<file path="config.mk">
export PLATFORM = sky130hd
export DESIGN_NAME = pipearch_multi_kernel_ctrl
export DESIGN_NICKNAME = d
export VERILOG_FILES = /design/src/rtl/pipearch_multi_kernel_ctrl.sv
export SDC_FILE = /design/constraint.sdc
export NUM_CORES = 1
export LEC_CHECK = 0
export BUFFER_PORTS_ARGS = -buffer_cell sky130_fd_sc_hd__buf_2
export CAP_MARGIN = 10
export CORE_AREA = 2 2 224 226
export DETAILED_ROUTE_END_ITERATION = 16
export DIE_AREA = 0 0 226 228
export SETUP_SLACK_MARGIN = 0.5
export SLEW_MARGIN = 40
export SYNTH_ARGS = -nofsm -noshare
export SYNTH_HDL_FRONTEND = slang
export SYNTH_SLANG_ARGS = --single-unit
</file>
<file path="constraint.sdc">
create_clock -name clk -period 20.4 [get_ports clk]
set_input_delay 3.06 -clock clk [delete_from_list [all_inputs] [get_ports clk]]
set_output_delay 3.06 -clock clk [all_outputs]
set_load 0.02 [all_outputs]
</file>
<file path="src/rtl/pipearch_multi_kernel_ctrl.sv">
// Launch/completion sequencer for NUM_INSTANCES PipeArch kernels behind one ap_start/ap_done handshake.
// Optional RUN-state watchdog enabled by defining PIPEARCH_CTRL_WATCHDOG_EN.
module pipearch_multi_kernel_ctrl #(
  parameter int unsigned     NUM_INSTANCES   = 4,
  parameter int unsigned     NUM_CONFIG_REGS = 4,
  parameter int unsigned     CONFIG_WIDTH    = 64,
  parameter int unsigned     CYCLE_CNT_WIDTH = 48,
  parameter longint unsigned TIMEOUT_CYCLES  = 64'hFFFF_FFFF
) (
  input  logic                                      clk,
  input  logic                                      reset,
  input  logic                                      ap_start,
  output logic                                      ap_idle,
  output logic                                      ap_done,
  output logic                                      ap_ready,
  input  logic [NUM_CONFIG_REGS*CONFIG_WIDTH-1:0]   cfg_data_in,
  input  logic [NUM_INSTANCES-1:0]                  inst_mask,
  output logic [NUM_CONFIG_REGS*CONFIG_WIDTH-1:0]   cfg_data_out,
  output logic [NUM_INSTANCES-1:0]                  cfg_en,
  input  logic [NUM_INSTANCES-1:0]                  inst_done,
  output logic [NUM_INSTANCES-1:0]                  run_active,
  output logic [CYCLE_CNT_WIDTH-1:0]                cycle_count,
  output logic                                      error
);

  typedef enum logic [1:0] {
    S_IDLE,
    S_LAUNCH,
    S_RUN,
    S_FINISH
  } state_t;

  localparam logic [CYCLE_CNT_WIDTH-1:0] LP_CNT_ONE = CYCLE_CNT_WIDTH'(1);

  state_t                                 r_state;
  state_t                                 w_state_nx;
  logic                                   r_start_q;
  logic [NUM_CONFIG_REGS*CONFIG_WIDTH-1:0] r_cfg;
  logic [NUM_INSTANCES-1:0]               r_mask_q;
  logic [NUM_INSTANCES-1:0]               r_pend;
  logic [NUM_INSTANCES-1:0]               r_done_q;
  logic [NUM_INSTANCES-1:0]               r_cfg_en;
  logic [NUM_INSTANCES-1:0]               r_run_active;
  logic [CYCLE_CNT_WIDTH-1:0]             r_cnt;

  logic                                   w_edge;
  logic                                   w_accept_start;
  logic                                   w_track;
  logic                                   w_count;
  logic                                   w_done_all;
  logic [NUM_INSTANCES-1:0]               w_low;
  logic [NUM_INSTANCES-1:0]               w_rest;
  logic [NUM_INSTANCES-1:0]               w_launch;
  logic [NUM_INSTANCES-1:0]               w_acc;

`ifdef PIPEARCH_CTRL_WATCHDOG_EN
  localparam logic [63:0] LP_TIMEOUT = 64'(TIMEOUT_CYCLES);
  logic [31:0] r_wd_cnt;
  logic        r_error;
  logic        w_abort;
  assign error = r_error;
`else
  assign error = 1'b0;
`endif

  assign w_edge         = ap_start & ~r_start_q;
  assign w_accept_start = (r_state == S_IDLE) && w_edge;
  assign w_track        = (r_state == S_LAUNCH) || (r_state == S_RUN);
  // A done in the same cycle as its own cfg_en pulse belongs to no run yet.
  assign w_acc          = w_track ? (inst_done & r_run_active & ~r_cfg_en & r_mask_q) : '0;
  assign w_done_all     = ((r_done_q | w_acc) == r_mask_q);
  assign w_rest         = r_pend & ~w_low;
  assign w_count        = (r_cfg_en != '0) || (r_state == S_RUN);

  // Lowest pending instance: scanning downward leaves the lowest set bit last.
  always_comb begin
    w_low = '0;
    for (int unsigned i = NUM_INSTANCES; i > 0; i--) begin
      if (r_pend[i-1]) begin
        w_low        = '0;
        w_low[i-1]   = 1'b1;
      end
    end
  end

  always_ff @(posedge clk or posedge reset) begin
    if (reset) begin
      r_state <= S_IDLE;
    end else begin
      r_state <= w_state_nx;
    end
  end

  always_comb begin
    w_state_nx = r_state;
    ap_idle    = 1'b0;
    ap_done    = 1'b0;
    ap_ready   = 1'b0;
    w_launch   = '0;
`ifdef PIPEARCH_CTRL_WATCHDOG_EN
    w_abort    = 1'b0;
`endif
    case (r_state)
      S_IDLE: begin
        ap_idle = 1'b1;
        if (w_edge) w_state_nx = S_LAUNCH;
      end
      S_LAUNCH: begin
        w_launch = w_low;
        if (r_pend == '0)      w_state_nx = S_FINISH;
        else if (w_rest == '0) w_state_nx = S_RUN;
      end
      S_RUN: begin
        if (w_done_all) begin
          w_state_nx = S_FINISH;
        end
`ifdef PIPEARCH_CTRL_WATCHDOG_EN
        else if (64'(r_wd_cnt) >= LP_TIMEOUT) begin
          w_state_nx = S_FINISH;
          w_abort    = 1'b1;
        end
`endif
      end
      S_FINISH: begin
        ap_done    = 1'b1;
        ap_ready   = 1'b1;
        w_state_nx = S_IDLE;
      end
      default: w_state_nx = S_IDLE;
    endcase
  end

  always_ff @(posedge clk or posedge reset) begin
    if (reset) begin
      r_start_q    <= 1'b0;
      r_cfg        <= '0;
      r_mask_q     <= '0;
      r_pend       <= '0;
      r_done_q     <= '0;
      r_cfg_en     <= '0;
      r_run_active <= '0;
      r_cnt        <= '0;
`ifdef PIPEARCH_CTRL_WATCHDOG_EN
      r_wd_cnt     <= '0;
      r_error      <= 1'b0;
`endif
    end else begin
      r_start_q <= ap_start;
      r_cfg_en  <= w_launch;
      if (w_accept_start) begin
        r_cfg        <= cfg_data_in;
        r_mask_q     <= inst_mask;
        r_pend       <= inst_mask;
        r_done_q     <= '0;
        r_run_active <= '0;
        r_cnt        <= '0;
`ifdef PIPEARCH_CTRL_WATCHDOG_EN
        r_wd_cnt     <= '0;
        r_error      <= 1'b0;
`endif
      end else begin
        r_pend       <= r_pend & ~w_launch;
        r_run_active <= (r_run_active | w_launch) & ~w_acc;
        r_done_q     <= r_done_q | w_acc;
        if (w_count && (r_cnt != '1)) r_cnt <= r_cnt + LP_CNT_ONE;
`ifdef PIPEARCH_CTRL_WATCHDOG_EN
        if (r_state == S_RUN) r_wd_cnt <= r_wd_cnt + 32'd1;
        if (w_abort) begin
          r_run_active <= '0;
          r_error      <= 1'b1;
        end
`endif
      end
    end
  end

  assign cfg_data_out = r_cfg;
  assign cfg_en       = r_cfg_en;
  assign run_active   = r_run_active;
  assign cycle_count  = r_cnt;

endmodule
</file>
# After elaboration in Yosys (flattened, before gate mapping)
# Index checks and enable logic that the tools add are counted.
[classes]
div_mod_pow = 0
n_lt_le_gt_ge = 0
multipliers = 0
muxes = 18
n_eq_ne = 8
bitwise = 14
reduce_logical = 10
n_shift = 0
add_sub_neg = 1
[ops]
columns = ["operator", "n"]
rows = [
  ["48-bit 2-to-1 mux", 2],
  ["48-bit by 1-bit adder with 48-bit output, second input constant", 1],
  ["48-bit inequality test, second input constant", 1],
  ["4-bit 2-to-1 mux", 9],
  ["4-bit bitwise AND", 6],
  ["4-bit NOT", 4],
  ["4-bit logical NOT", 2],
  ["2-bit 2-to-1 mux", 4],
  ["4-bit OR", 2],
  ["2-bit case mux with 4 select lines", 1],
  ["2-bit == test, second input constant", 2],
  ["4-bit == test", 1],
  ["2-bit inequality test, second input constant", 2],
  ["4-bit nonzero test", 1],
  ["3-bit by 1-bit inequality test with 1-bit output, second input constant", 1],
  ["3-bit AND reduction", 1],
  ["2-bit by 1-bit == test with 1-bit output, second input constant", 1],
  ["1-bit logical AND", 2],
  ["2-bit logical NOT", 1],
  ["1-bit logical OR", 2],
  ["1-bit 2-to-1 mux", 2],
  ["2-bit nonzero test", 1],
  ["1-bit bitwise AND", 1],
  ["1-bit NOT", 1],
]
[word_totals]
romBits = 0
ram_bits = 0
memories = 0
out_inout_bits = 316
regBits = 327
in_bits = 267
latch_bits = 0
wordCells = 60

# Longest topological paths before layout
# Gate-level depths: netlist of run 1.
[depth]
depth_word = 10
depth_mapped = 9
mapped_depth_nobuf = 7

# Worst setup path before layout of run 1
# No wires, ideal clock.
[synth_timing]
kind = "input-to-reg"
startpoint = "input ap_start"
endpoint = "register r_cfg[100] (netlist: cfg_data_out[100])"
slack_ps = 16127
setup_ps = 65
t_required_ps = 20335
path_buffers = 3
path_stages = 7
arrival_time_ps = 4208
path_cell_list = "nand2b_1 or2_2 clkbuf_1 clkbuf_1 clkbuf_1 nand2_1 nand2_1"
[synth_between]
elab_chain_cells = 2
[synth_lines]
columns = ["element", "line_no", "rtl"]
rows = [
  ["start: declaration", "12", "input logic ap_start,"],
  ["1-bit bitwise AND", "66", "assign w_edge = ap_start & ~r_start_q;"],
  ["1-bit logical AND", "67", "assign w_accept_start = (r_state == S_IDLE) && w_edge;"],
  ["end signal: assignment", "151", "r_cfg <= cfg_data_in;"],
  ["end: declaration", "38", "logic [NUM_CONFIG_REGS*CONFIG_WIDTH-1:0] r_cfg;"],
]
# Every way passes these cells.
# A chain may end at the register's enable or synchronous reset.

# Worst setup path after layout of run 1
[layout_timing]
startpoint = "input ap_start"
endpoint = "register r_cnt[40] (netlist: cycle_count[40])"
[layout_between]
elab_chain_cells = 3
elab_cells_between_ends = 4
classes_between = "mux: 1; bitwise: 1; reduce/logical: 2"
[layout_lines]
columns = ["element", "line_no", "rtl"]
rows = [
  ["1-bit bitwise AND (*)", "66", ""],
  ["1-bit logical AND (*)", "67", ""],
  ["48-bit 2-to-1 mux / 2-bit nonzero test (equally long branches)", "n/a", ""],
  ["end signal: assignment", "165", "if (w_count && (r_cnt != '1)) r_cnt <= r_cnt + LP_CNT_ONE;"],
  ["end: declaration", "44", "logic [CYCLE_CNT_WIDTH-1:0] r_cnt;"],
]
# Every way passes the cells marked *; elsewhere a longest branch is shown, timed or not.

==> reports/metrics.sh, run 1 <==
CRITICAL_PATH_ARRIVAL_NS=5.20
POSTSYNTH.ASYNCRESETSHARE=1.00
POSTCTSSETUPREPAIRBUFS=0
SYNTH_ENABLE_FLOP_CELLS=0
CRIT_CHAIN='buf_2 -> nand2b_1 -> or2_4 -> buf_12 -> buf_6 -> o311ai_0 -> o41ai_1'
POWER.DENSITY_nW_PER_UM2=156
SETUP.WORST_PATH.START_CLASS='input pin'
LAYOUT_WORST_PATH_CYCLE_SHARE=0.234
YS_TYPES=49
DRT_PASS1_ITERATIONS=5
FIRST_GLOBAL_VIAS=12600
ANTENNA_FOUND_INITIAL=5
CTS_RESIZED=0
WORST-SLEW-PIN-TRANSITION_NS=0.802
DESIGN.PORTCOUNT=583
HOLD_VIOL=0
FMAXACHIEVABLE_MHz=209
TIMING.CRITICAL_PATH.TO_TYPE='flop'
FINAL_PERIOD_MINUS_WORST_SETUP_SLACK_NS=4.78
ROUTED_WIRELENGTH_MM=43.5
ROWS=82
FLOORPLAN.DIE.HEIGHT_UM=228
SEQCELLAREA_UM2=8180
CTS.REPORTEDPATHS.CLKPINSLEW_NS=0.06
PORT_BUFFERS=581
SYNTH_SEQ_CELLS=327
CTS_HOLD_REPAIR.BUFFERS=0
VDD_DROP_MAX_mV=0.0805
OUTCOME='complete, no violations'
CRITICAL_PATH.SLOWEST_CELL='sky130_fd_sc_hd__buf_6'
SYNTHESIS.AREA_UM2=13500
SYNTH_CELLS=1511
NETS=2340
FILLER_CELL_COUNT=5146
POWER.LEAKAGE_nW=10.1
SYN-MEAN-INSTANCE-AREA_UM2=8.90
POST-PLACE-CELLS=2699
CLKLATENCYLATEPIN_NS=0.54
DETAIL_ROUTE.VIAS_PER_CELL=4.46
REQUIRED_NS=20.82
SYN-NUM-NETS=1783
DOMINANTREGCELLSYNTH='sky130_fd_sc_hd__dfrtp_1'
DRT-WIRELENGTH-PER-CELL_UM=15.7
INITIALDRTVIOLATIONCOUNT=581
GRT_FIRST_PASS_WIRELENGTH_MM=69.2
DIE-AREA_UM2=51500
CLOCK-SKEW-FINAL_NS=0.0174
CTS_BUFFERS=39
SHARE_OF_FINAL_LAYOUT_STANDARD_CELLS_STRONGER_THAN_DRIVE_STRENGTH_1=0.319
CAP_VIOLATIONS=0
GRTUSAGETOTAL=0.168
CORE_REGION_AREA_UM2=49300
SYNTH.YOSYS.WARNINGS=0
RSZ0062_AT_GRT='no'
VIAS=12400
TIMING.SETUP.TNS_NS=0
PATH_CLASS='input pin to flop'
SETUP_VIOLATIONS=0
ROOT_BUFFER_MASTER='sky130_fd_sc_hd__clkbuf_16'
LAYOUT.CELLS.NON_FILLER=2773
CRITICAL_PATH_PEAK_FANOUT=97
INITIAL_CORE_UTILIZATION=0.273
RELATIVE_SLEW_SLACK=0.465
DIE_WIDTH_UM=226
POST-ROUTE-DRC-COUNT=0
PLACE_CONGESTION=0.864
MAXIMUM_NUMBER_OF_PINS_ON_ONE_NET_BEFORE_GLOBAL_ROUTE_REPAIR=121
GRT_OVERFLOW_TOTAL=0
CLK_PATH_BUF_DEPTH=3
DETAILED_PLACE_HPWL_MM=31.3
SLEW_VIOL_FINAL=0
CLKSINKCOUNT=327
MULTI_INPUT_COMB_AREA_UM2=4920
H-TREE-DEPTH=2
CRITICAL_PATH.MAX_STAGE_DELAY_NS=0.53
YOSYSSEQAREASHARE=0.608
WORST_HOLD_PATH_TYPE='flop to flop'
AREA_GROWTH_SYN_TO_LAYOUT_PCT=36.2
POSTROUTEANTENNANETS=0
TRITONCTS='built'
-- sequential cells by signal, indices dropped and copies added, names as in the netlist --
name and count:
run_active 4, r_start_q 1, r_state 2, r_mask_q 4, cycle_count 48, r_done_q 4, r_pend 4, cfg_en 4
cfg_data_out 256
-- through the flow --
| step | hold slack, ns | utilization | cell area [µm²] | power, mW | setup slack (ns) |
|---|---|---|---|---|---|
| floorplan | 0.474 | - | 13500 | 1.73 | 8.29 |
| global placement | 0.453 | 0.344 | 17000 | 2.15 | 14.70 |
| detailed placement | 0.457 | 0.345 | 17000 | 2.17 | 14.91 |
| CTS | 0.471 | 0.371 | 18300 | 2.89 | 15.50 |
| global route | 0.489 | 0.371 | 18300 | 3.05 | 15.46 |
| finish | 0.467 | 0.371 | 18300 | 2.86 | 15.62 |
-- final timing paths --
check	from	end	slack, ns	cells past startpoint
worst min register to register	cfg_data_out[36]	cfg_data_out[36]	0.47	2
worst max-delay path	ap_start	cycle_count[40]	15.62	7
max in group asynchronous	reset	cfg_data_out[159]	16.04	5
worst min-delay path	cfg_data_out[36]	cfg_data_out[36]	0.47	2
worst max register to register	r_state[0]	cycle_count[40]	17.47	8
min in group asynchronous	reset	cfg_data_out[95]	2.60	2
-- cell usage in the layout (no fill, tap or decap), types with 3 or more instances in the layout --
cell type                   count
sky130_fd_sc_hd__a21oi_1       45
sky130_fd_sc_hd__and2_1         6
sky130_fd_sc_hd__and3_1         7
sky130_fd_sc_hd__and4b_1        4
sky130_fd_sc_hd__buf_2        581
sky130_fd_sc_hd__buf_4          3
sky130_fd_sc_hd__buf_6          6
sky130_fd_sc_hd__clkbuf_1       9
sky130_fd_sc_hd__clkbuf_16     39
sky130_fd_sc_hd__clkbuf_8      11
sky130_fd_sc_hd__clkinv_2       7
sky130_fd_sc_hd__dfrtp_1      327
sky130_fd_sc_hd__ha_1           5
sky130_fd_sc_hd__inv_1         10
sky130_fd_sc_hd__inv_6          3
sky130_fd_sc_hd__mux2i_1        7
sky130_fd_sc_hd__nand2_1      816
sky130_fd_sc_hd__nand2b_1       9
sky130_fd_sc_hd__nand3_1       21
sky130_fd_sc_hd__nand4_1       20
sky130_fd_sc_hd__nor2_1        16
sky130_fd_sc_hd__nor3_1        10
sky130_fd_sc_hd__nor3b_1        4
sky130_fd_sc_hd__nor4_1         7
sky130_fd_sc_hd__o21a_1         3
sky130_fd_sc_hd__o21ai_0       18
sky130_fd_sc_hd__o21ai_1        3
sky130_fd_sc_hd__o31ai_1       23
sky130_fd_sc_hd__o41ai_1        3
sky130_fd_sc_hd__or3_1         17
sky130_fd_sc_hd__or4_1         20
-- synth_stat cells (5+ instances only) --
cell / n / share of area
sky130_fd_sc_hd__a21oi_1: 45 / 0.017
sky130_fd_sc_hd__and2_1: 6 / 0.0028
sky130_fd_sc_hd__and3_1: 7 / 0.0033
sky130_fd_sc_hd__buf_4: 5 / 0.0028
sky130_fd_sc_hd__clkbuf_1: 67 / 0.019
sky130_fd_sc_hd__dfrtp_1: 327 / 0.61
sky130_fd_sc_hd__ha_1: 5 / 0.0046
sky130_fd_sc_hd__inv_1: 11 / 0.0031
sky130_fd_sc_hd__mux2i_1: 7 / 0.0052
sky130_fd_sc_hd__nand2_1: 816 / 0.23
sky130_fd_sc_hd__nand2b_1: 9 / 0.0042
sky130_fd_sc_hd__nand3_1: 21 / 0.0078
sky130_fd_sc_hd__nand4_1: 20 / 0.0093
sky130_fd_sc_hd__nor2_1: 17 / 0.0047
sky130_fd_sc_hd__nor3_1: 10 / 0.0037
sky130_fd_sc_hd__nor4_1: 7 / 0.0033
sky130_fd_sc_hd__o21ai_0: 18 / 0.0067
sky130_fd_sc_hd__o31ai_1: 23 / 0.013
sky130_fd_sc_hd__or3_1: 17 / 0.0079
sky130_fd_sc_hd__or4_1: 20 / 0.011
-- report_power, final --
part           total, mW  leakage, nW  internal [mW]  switching, mW
Combinational       1.06         5.32          0.341          0.723
Sequential          1.09         4.15          0.920          0.170
Clock              0.703        0.640          0.420          0.283
Total               2.86         10.1           1.68           1.18
-- kinds of logic after synthesis --
family / Yosys count / synth area share
xor gates and xnor gates: 1 / 0.000651
other: 1 / 0.000279
DFF: 327 / 0.608
adders and majority gates: 5 / 0.00465
buffers and inverters: 87 / 0.0274
and+or+nand+nor: 974 / 0.304
AOI/OAI and AO/OA: 108 / 0.0487
muxes: 8 / 0.00604
-- critical path, delay by kind of cell --
kind,cells,cell delay (ns)
AO/OA/AOI/OAI,2,0.39
buffers and inverters,3,0.95
AND/OR/NAND/NOR,2,0.68
-- cell type report --
cell class | count | share of cell area
clock buffer | 59 | 0.0634
antenna | 2 | 0.000273
inverter | 11 | 0.00294
sequential | 327 | 0.447
multi-input combinational | 1097 | 0.268
clock inverter | 13 | 0.00703
tap | 672 | 0.0459
timing repair buffer | 592 | 0.166
-- routing by layer --
metal  global-route usage  share of wire  vias up
li1                     -              -     5990
met5                    0        0.00094        -
met2                0.283           0.49      385
met4               0.0662          0.034        6
met3               0.0504          0.073       91
met1                0.198           0.40     5890
No activity file was read; power rests on OpenSTA's default activity.
==> run 2, diff against run 1 <==
Settings changed: ABC_AREA from default to 1, CORE_AREA 2 2 224 226 to 2 2 229 231, DIE_AREA 0 0 226 228 to 0 0 231 233.
Clock period 20.4 ns to 4.06 ns, I/O delays scaled along.
==> reports/metrics.sh, run 2 <==
VDD_DROP_MAX_mV=0.400  # +400%
TRITONCTS='built'
SYNTH_SEQ_CELLS=327  # unchanged
LEADING_POST_SYNTHESIS_CELLS_BY_CELL_AREA='sky130_fd_sc_hd__dfrtp_1 58%, sky130_fd_sc_hd__nand2_1 26%, sky130_fd_sc_hd__nor2_1 2.6%'
SYNTH_LARGEST_TYPE_AREA_FRACTION=0.584  # -0.0242
CRITICAL_PATH_PEAK_FANOUT=127  # +31%
DIE_WIDTH_UM=231  # +2.2%
SEQUENTIALPOWERSHARE=0.366  # -0.016
YOSYSSEQAREASHARE=0.584  # -0.0242
POSTSYNTH.ASYNCRESETSHARE=1.00  # unchanged
GRT_OVERFLOW_TOTAL=0  # unchanged
DOMINANTREGCELLSYNTH='sky130_fd_sc_hd__dfrtp_1'
SLEW_VIOL_FINAL=0  # unchanged
YOSYSTOPAREACELL='sky130_fd_sc_hd__dfrtp_1'
PLACE_CONGESTION=0.930  # +7.6%
SYN-MEAN-INSTANCE-AREA_UM2=8.12  # -8.8%
LAYOUT_COMMON_CELLS='981 x sky130_fd_sc_hd__nand2_1, 581 x sky130_fd_sc_hd__buf_2, 327 x sky130_fd_sc_hd__dfrtp_1'
P_INT_mW=8.47  # +400%
SYNTHESIS.AREA_UM2=14000  # +4.1%
CLKSINKCOUNT=327  # unchanged
HOLD_VIOL=0  # unchanged
POSTROUTEANTENNANETS=0  # unchanged
PORT_BUFFERS=581  # unchanged
CLOCK-SKEW-FINAL_NS=0.0175  # +0.000149 ns
CLKLATENCYLATEPIN_NS=0.53  # about the same
SETUP.WORST_PATH.START_CLASS='flop'
RSZ0062_AT_GRT='no'
ROWS=83  # +1.2%
POSTCTSSETUPREPAIRBUFS=0  # unchanged
CTS_BUFFERS=39  # unchanged
CRITICAL_PATH_ARRIVAL_NS=3.61  # -1.59 ns
FINAL_PERIOD_MINUS_WORST_SETUP_SLACK_NS=3.15
DETAILED_PLACE_HPWL_MM=36.2  # +16%
CRIT_CHAIN='inv_1 -> ha_1 -> inv_1 -> nor3_2 -> buf_12 -> buf_16 -> buf_4 -> nand2_1 -> nand2_1'
WORST-SLEW-PIN-TRANSITION_NS=0.882  # +0.0800 ns
SWITCHING_SHARE=0.419  # +0.00764
RELATIVE_SLEW_SLACK=0.412  # -0.0534
CTS_RESIZED=0  # unchanged
CLK_PATH_BUF_DEPTH=3  # unchanged
SYNTH_CELLS=1725  # +14%
SETUP_VIOLATIONS=0  # unchanged
CTS_HOLD_REPAIR.BUFFERS=0  # unchanged
VIAS=13400  # +8.4%
WORST_HOLD_PATH_TYPE='input pin to async pin'
POST-ROUTE-DRC-COUNT=0  # unchanged
LAYOUT.CORE_UTILIZATION=0.372  # about the same
FIRST_GLOBAL_VIAS=13300  # +5.5%
DESIGN.PORTCOUNT=583  # unchanged
POWER.DENSITY_nW_PER_UM2=769  # +390%
DRT-WIRELENGTH-PER-CELL_UM=16.2  # +2.9%
DETAIL_ROUTE.VIAS_PER_CELL=4.47  # +0.22%
CORE_REGION_AREA_UM2=51100  # +3.5%
GRT_FIRST_PASS_WIRELENGTH_MM=74.6  # +7.8%
REPORT.POWER.TOTAL_mW=14.6  # +410%
POWER.LEAKAGE_nW=10.8  # +6.6%
CRITICAL_PATH.MAX_STAGE_DELAY_NS=0.56  # +0.03 ns
SYNTH.MOST_COMMON_CELL='sky130_fd_sc_hd__nand2_1'
YS_TYPES=38  # -22%
GRTUSAGETOTAL=0.177  # +0.00904
ROOT_BUFFER_MASTER='sky130_fd_sc_hd__clkbuf_16'
FLOORPLAN.DIE.HEIGHT_UM=233  # +2.2%
MAXIMUM_NUMBER_OF_PINS_ON_ONE_NET_BEFORE_GLOBAL_ROUTE_REPAIR=155  # +28%
TOTAL_SWITCHING_POWER_mW=6.12  # +420%
TIMING.CRITICAL_PATH.TO_TYPE='flop'
REQUIRED_NS=4.52  # -16.30 ns
FLIP_FLOP_COUNT_OF_THE_LARGEST_REGISTER_ALL_COPIES_AND_WORDS_ADDED=256  # unchanged
H-TREE-DEPTH=2  # unchanged
OUTCOME='complete, no violations'
COMBINATIONALPOWERSHARE=0.387  # +0.015
DRT_PASS1_ITERATIONS=5  # unchanged
SYN-NUM-NETS=1997  # +12%
CRITICAL_PATH.SLOWEST_CELL='sky130_fd_sc_hd__buf_4'
ROUTED_WIRELENGTH_MM=48.5  # +11%
CAP_VIOLATIONS=0  # unchanged
ANTENNA_FOUND_INITIAL=18  # +13
INITIALDRTVIOLATIONCOUNT=884  # +52%
PATH_CLASS='flop to flop'
FMAXACHIEVABLE_MHz=317
COMMONEST_NON_FILL_NON_TAP_CELL_IN_THE_LAYOUT='sky130_fd_sc_hd__nand2_1'
NETS=2561  # +9.4%
SYNTH.YOSYS.WARNINGS=0  # unchanged
POWER.CLOCK.FRACTION=0.247  # about the same
SYNTH_ENABLE_FLOP_CELLS=0  # unchanged
SHARE_OF_FINAL_LAYOUT_STANDARD_CELLS_STRONGER_THAN_DRIVE_STRENGTH_1=0.302  # -0.0172
AREA_GROWTH_SYN_TO_LAYOUT_PCT=35.5
TIMING.SETUP.TNS_NS=0  # unchanged
INITIAL_CORE_UTILIZATION=0.274  # +0.00161
DIE-AREA_UM2=53800  # +4.5%
CTS.REPORTEDPATHS.CLKPINSLEW_NS=0.06  # about the same
SYNTH_COMMON_CELLS='981 x sky130_fd_sc_hd__nand2_1, 327 x sky130_fd_sc_hd__dfrtp_1, 97 x sky130_fd_sc_hd__nor2_1'
LAYOUT_WORST_PATH_CYCLE_SHARE=0.776
-- run 2: cell count changes in the layout (fill, tap and decap cells not counted), sizes merged, moves of 25 or more --
cell   change
a21oi     -41
nand2    +187
inv       +35
nor2      +87
nand4     +25
nand3     +30
-- run 2: critical path: cells and delay by family (launching register included) --
kind / cells / cell delay (ns)
adder cells (fa/ha/maj): 1 / 0.19
buffers and inverters: 5 / 1.53
flip-flops: 1 / 0.43
AND/OR/NAND/NOR: 3 / 0.71
-- run 2: worst paths after layout --
kind / start / to / slack, ns / cells after the start
max in group asynchronous: reset / cfg_data_out[196] / 3.00 / 4
min in group clk: ap_start / r_start_q / 0.19 / 1
min: reset / cfg_data_out[169] / 0.11 / 2
min reg2reg: cfg_data_out[69] / cfg_data_out[69] / 0.46 / 2
max reg2reg: r_state[0] / cfg_data_out[117] / 0.91 / 9
max: r_state[0] / cfg_data_out[117] / 0.91 / 9
-- run 2: per-layer routing --
metal	vias to the layer above	GRT usage	wire length [µm]
met5	-	0	211
met4	32	0.0621	1660
met3	120	0.0614	4430
met2	516	0.295	23300
met1	6278	0.211	18900
li1	6457	-	-
-- run 2: cell families (layout without fill, tap and decap cells) --
kind of cell,after synthesis,after routing,synth area share
AO/OA/AOI/OAI,43,43,0.0195
flip-flops,327,327,0.584
other,1,3,0.000268
XOR/XNOR,12,12,0.00750
AND/OR/NAND/NOR,1212,1212,0.346
adder cells (fa/ha/maj),5,5,0.00446
buffers and inverters,125,718,0.0387
-- run 2: through the flow --
| stage | hold slack [ns] | cell area [µm²] | instances | setup WS, ns |
|---|---|---|---|---|
| 6_report | 0.112 | 19000 | 3000 | 0.910 |
| 3_5_place_dp | 0.453 | 17600 | 2928 | 0.986 |
| 5_1_grt | 0.106 | 19000 | 2999 | 0.624 |
| 2_1_floorplan | 0.435 | 14000 | 1725 | -0.914 |
| 4_1_cts | 0.0871 | 19000 | 2998 | 0.958 |
| 3_3_place_gp | 0.449 | 17600 | 2926 | 1.23 |
-- run 2: cell type report --
cell class / count / area, µm²
fillers: 5395 / 32100
diodes: 2 / 5.00
multi-input cells: 1273 / 5290
clock inverters: 13 / 175
clock buffers: 57 / 1150
repair buffers: 598 / 3120
flip-flops and latches: 327 / 8180
inverters: 50 / 210
well taps: 680 / 851
-- run 2: power groups by stage --
stage                     sequential [mW]  combinational (mW)  clock, mW
after floorplan                      6.84                2.06          0
after global placement               5.32                5.68          0
after detailed placement             5.35                5.78          0
after CTS                            5.34                5.77       3.72
after global routing                 5.50                6.22       3.87
final                                5.34                5.65       3.61
==> run 3, diff against run 2 <==
Settings changed: ABC_AREA 1 to 0, CORE_AREA 2 2 229 231 to 2 2 224 226, DIE_AREA 0 0 231 233 to 0 0 226 228.
Clock period 4.06 ns to 3.2 ns, I/O delays scaled along.
==> reports/metrics.sh, run 3 (synthesis results as in run 1) <==
STARTPOINT='r_state[0]'
VIAS=12400  # -7.6%
INITIALDRTVIOLATIONCOUNT=716  # -19%
DETAIL_ROUTE.VIAS_PER_CELL=4.45  # -0.44%
CTS.REPORTEDPATHS.CLKPINSLEW_NS=0.06  # about the same
LAYOUT_COMMON_CELLS='816 x sky130_fd_sc_hd__nand2_1, 581 x sky130_fd_sc_hd__buf_2, 327 x sky130_fd_sc_hd__dfrtp_1'
CRITICAL_PATH_BUF_INV_COUNT=1  # -4
DESIGN.PORTCOUNT=583  # unchanged
NETS=2355  # -8.0%
WORSTHOLDPATHCELLS=1
GRT.BUSIEST_LAYER='met2'
WORST-SLEW-PIN-TRANSITION_NS=0.596  # -0.286 ns
SHARE_OF_FINAL_LAYOUT_STANDARD_CELLS_STRONGER_THAN_DRIVE_STRENGTH_1=0.322  # +0.0201
ROOT_BUFFER_MASTER='sky130_fd_sc_hd__clkbuf_16'
VDD_DROP_MAX_mV=0.588  # +47%
CRIT_CHAIN='inv_1 -> ha_1 -> nor4_2 -> a211o_1 -> a311o_2 -> or4_1 -> a21oi_1'
SETUP_VIOLATIONS=0  # unchanged
POSTCTSSETUPREPAIRBUFS=0  # unchanged
DIE-AREA_UM2=51500  # -4.3%
AREA_GROWTH_SYN_TO_LAYOUT_PCT=37.4
CRIT-REG2REG-LAUNCH='r_state[0]'
DESIGN_AREA_UM2=18500  # -2.6%
POWER.DENSITY_nW_PER_UM2=986  # +28%
COMMONEST_NON_FILL_NON_TAP_CELL_IN_THE_LAYOUT='sky130_fd_sc_hd__nand2_1'
CRITICAL_PATH_PEAK_FANOUT=17  # -87%
H-TREE-DEPTH=2  # unchanged
MULTI_INPUT_COMB_AREA_UM2=4910  # -7.1%
SLEW_VIOL_FINAL=0  # unchanged
PORT_BUFFERS=581  # unchanged
GRTUSAGETOTAL=0.173  # -0.00390
ROWS=82  # -1.2%
LAYOUT_WORST_PATH_CYCLE_SHARE=0.753  # -0.0226
FINAL_PERIOD_MINUS_WORST_SETUP_SLACK_NS=2.41  # -0.739 ns
POST-ROUTE-DRC-COUNT=0  # unchanged
DETAILED_PLACE_HPWL_MM=32.8  # -9.5%
GRT_USE_MET3=0.0514  # -0.0100
DIE_WIDTH_UM=226  # -2.2%
CRITICAL_PATH.SLOWEST_CELL='sky130_fd_sc_hd__a311o_2'
WORST_HOLD_PATH_TYPE='input pin to flop'
REQUIRED_NS=3.65  # -0.87 ns
LAYOUT.CELLS.NON_FILLER=2784  # -7.2%
DRT-WIRELENGTH-PER-CELL_UM=16.1  # -0.30%
HOLD_VIOL=0  # unchanged
SETUP.WORST_PATH.START_CLASS='flop'
RSZ0062_AT_GRT='no'
SEQCELLAREA_UM2=8180  # unchanged
MAXIMUM_NUMBER_OF_PINS_ON_ONE_NET_BEFORE_GLOBAL_ROUTE_REPAIR=122  # -21%
OUTCOME='complete, no violations'
CTS_BUFFERS=39  # unchanged
CLK_PATH_BUF_DEPTH=3  # unchanged
CLKLATENCYLATEPIN_NS=0.55  # +0.02 ns
FMAXACHIEVABLE_MHz=415  # +31%
TRITONCTS='built'
CRITICAL_PATH_ARRIVAL_NS=2.86  # -0.75 ns
CRITICAL_PATH.MAX_STAGE_DELAY_NS=0.47  # -0.09 ns
WORST-R2R-CELL-COUNT=7  # -2
MIN_FROM='ap_start'
FIRST_GLOBAL_VIAS=12500  # -6.1%
POSTROUTEANTENNANETS=0  # unchanged
INITIAL_CORE_UTILIZATION=0.273  # -0.00161
GRT_FIRST_PASS_WIRELENGTH_MM=70.5  # -5.6%
FILLER_CELL_COUNT=5115  # -5.2%
RRSETUPSLACK_NS=0.79  # -0.12 ns
PLACE_CONGESTION=0.841  # -9.6%
PLACEMENT.CELL_AREA_UM2=17200  # -2.6%
ROUTED_WIRELENGTH_MM=44.8  # -7.5%
FLIP_FLOP_COUNT_OF_THE_LARGEST_REGISTER_ALL_COPIES_AND_WORDS_ADDED=256  # unchanged
PATH_CLASS='flop to flop'
RELATIVE_SLEW_SLACK=0.603  # +0.190
CLKSINKCOUNT=327  # unchanged
RR_ENDPOINT='cycle_count[26]'
POST-PLACE-CELLS=2713  # -7.3%
DRT_PASS1_ITERATIONS=5  # unchanged
FLOORPLAN.DIE.HEIGHT_UM=228  # -2.1%
CLOCK-SKEW-FINAL_NS=0.0254  # +0.00793 ns
KIND_OF_CELL_ADDING_THE_MOST_DELAY_TO_THE_CRITICAL_PATH='compound AO/OA/AOI/OAI gates'
GRT_OVERFLOW_TOTAL=0  # unchanged
POWER.LEAKAGE_nW=10.2  # -5.4%
CORE_REGION_AREA_UM2=49300  # -3.4%
CAP_VIOLATIONS=0  # unchanged
GLOBAL_ROUTE.USAGE.MET1=0.213  # +0.00187
GRT_USE_MET2=0.289  # -0.00582
TIMING.CRITICAL_PATH.TO_TYPE='flop'
ANTENNA_FOUND_INITIAL=14  # -4
TIMING.HOLD.WORST_ENDPOINT='r_start_q'
## run 3: changes by cell type in the layout (fill, tap and decap cells not counted), moves of 26 or more
cell / delta
sky130_fd_sc_hd__nand3_1: -30
sky130_fd_sc_hd__inv_1: -35
sky130_fd_sc_hd__nor2_1: -81
sky130_fd_sc_hd__a21oi_1: +41
sky130_fd_sc_hd__nand2_1: -165
sky130_fd_sc_hd__nand4_1: -26
## run 3: worst register-to-register path, cell delays in order (launching register included)
cell,delay [ns]
sky130_fd_sc_hd__dfrtp_1,0.43
sky130_fd_sc_hd__inv_1,0.12
sky130_fd_sc_hd__ha_1,0.22
sky130_fd_sc_hd__nor4_2,0.09
sky130_fd_sc_hd__a211o_1,0.41
sky130_fd_sc_hd__a311o_2,0.47
sky130_fd_sc_hd__or4_1,0.43
sky130_fd_sc_hd__a21oi_1,0.15
## run 3: worst max-delay path by stage
stage                      end  cells after the start
5_1_grt        cycle_count[43]                      6
3_3_place_gp   cycle_count[26]                      7
4_1_cts        cycle_count[20]                      7
2_1_floorplan  cfg_data_out[0]                      1
3_5_place_dp   cycle_count[26]                      7
6_report       cycle_count[26]                      7
## run 3: report_power, final
group	internal, mW	switching (mW)
clock network	2.68	1.77
logic	2.20	4.63
registers	5.87	1.08
total	10.8	7.48
## run 3: area by class of cell
type                    count  area share
inverters                  11     0.00244
flip-flops and latches    327       0.442
clock buffers              57      0.0630
clock inverters             9     0.00636
repair buffers            607       0.174
multi-input cells        1097       0.266
diodes                      4    0.000541
well taps                 672      0.0455
## run 3: through the flow
| stage | utilization | setup slack [ns] | hold WS, ns | power, mW | setup TNS, ns |
|---|---|---|---|---|---|
| detailed placement | 0.348 | 0.747 | 0.457 | 13.9 | 0 |
| finish | 0.375 | 0.790 | 0.0614 | 18.2 | 0 |
| global placement | 0.348 | 0.822 | 0.452 | 13.7 | 0 |
| global route | 0.375 | 0.606 | 0.0208 | 19.4 | 0 |
| CTS | 0.375 | 0.699 | 0.0147 | 18.5 | 0 |
| floorplan | - | -1.64 | 0.474 | 11.0 | -537.82 |
## run 3: what timing repair did
action | 4_1_cts | 5_1_grt
hold buffers | 1 | 0
endpoints found under the hold margin | 8 | 0
resized for setup | 0 | 1
endpoints found under the setup margin | 0 | 3
## run 3: per-layer routing
metal | wire (µm) | up-vias | part of all wire
met4 | 1120 | 18 | 0.025
met5 | 108 | - | 0.0024
met3 | 3120 | 88 | 0.069
li1 | - | 6020 | -
met1 | 18600 | 5895 | 0.42
met2 | 21900 | 362 | 0.49
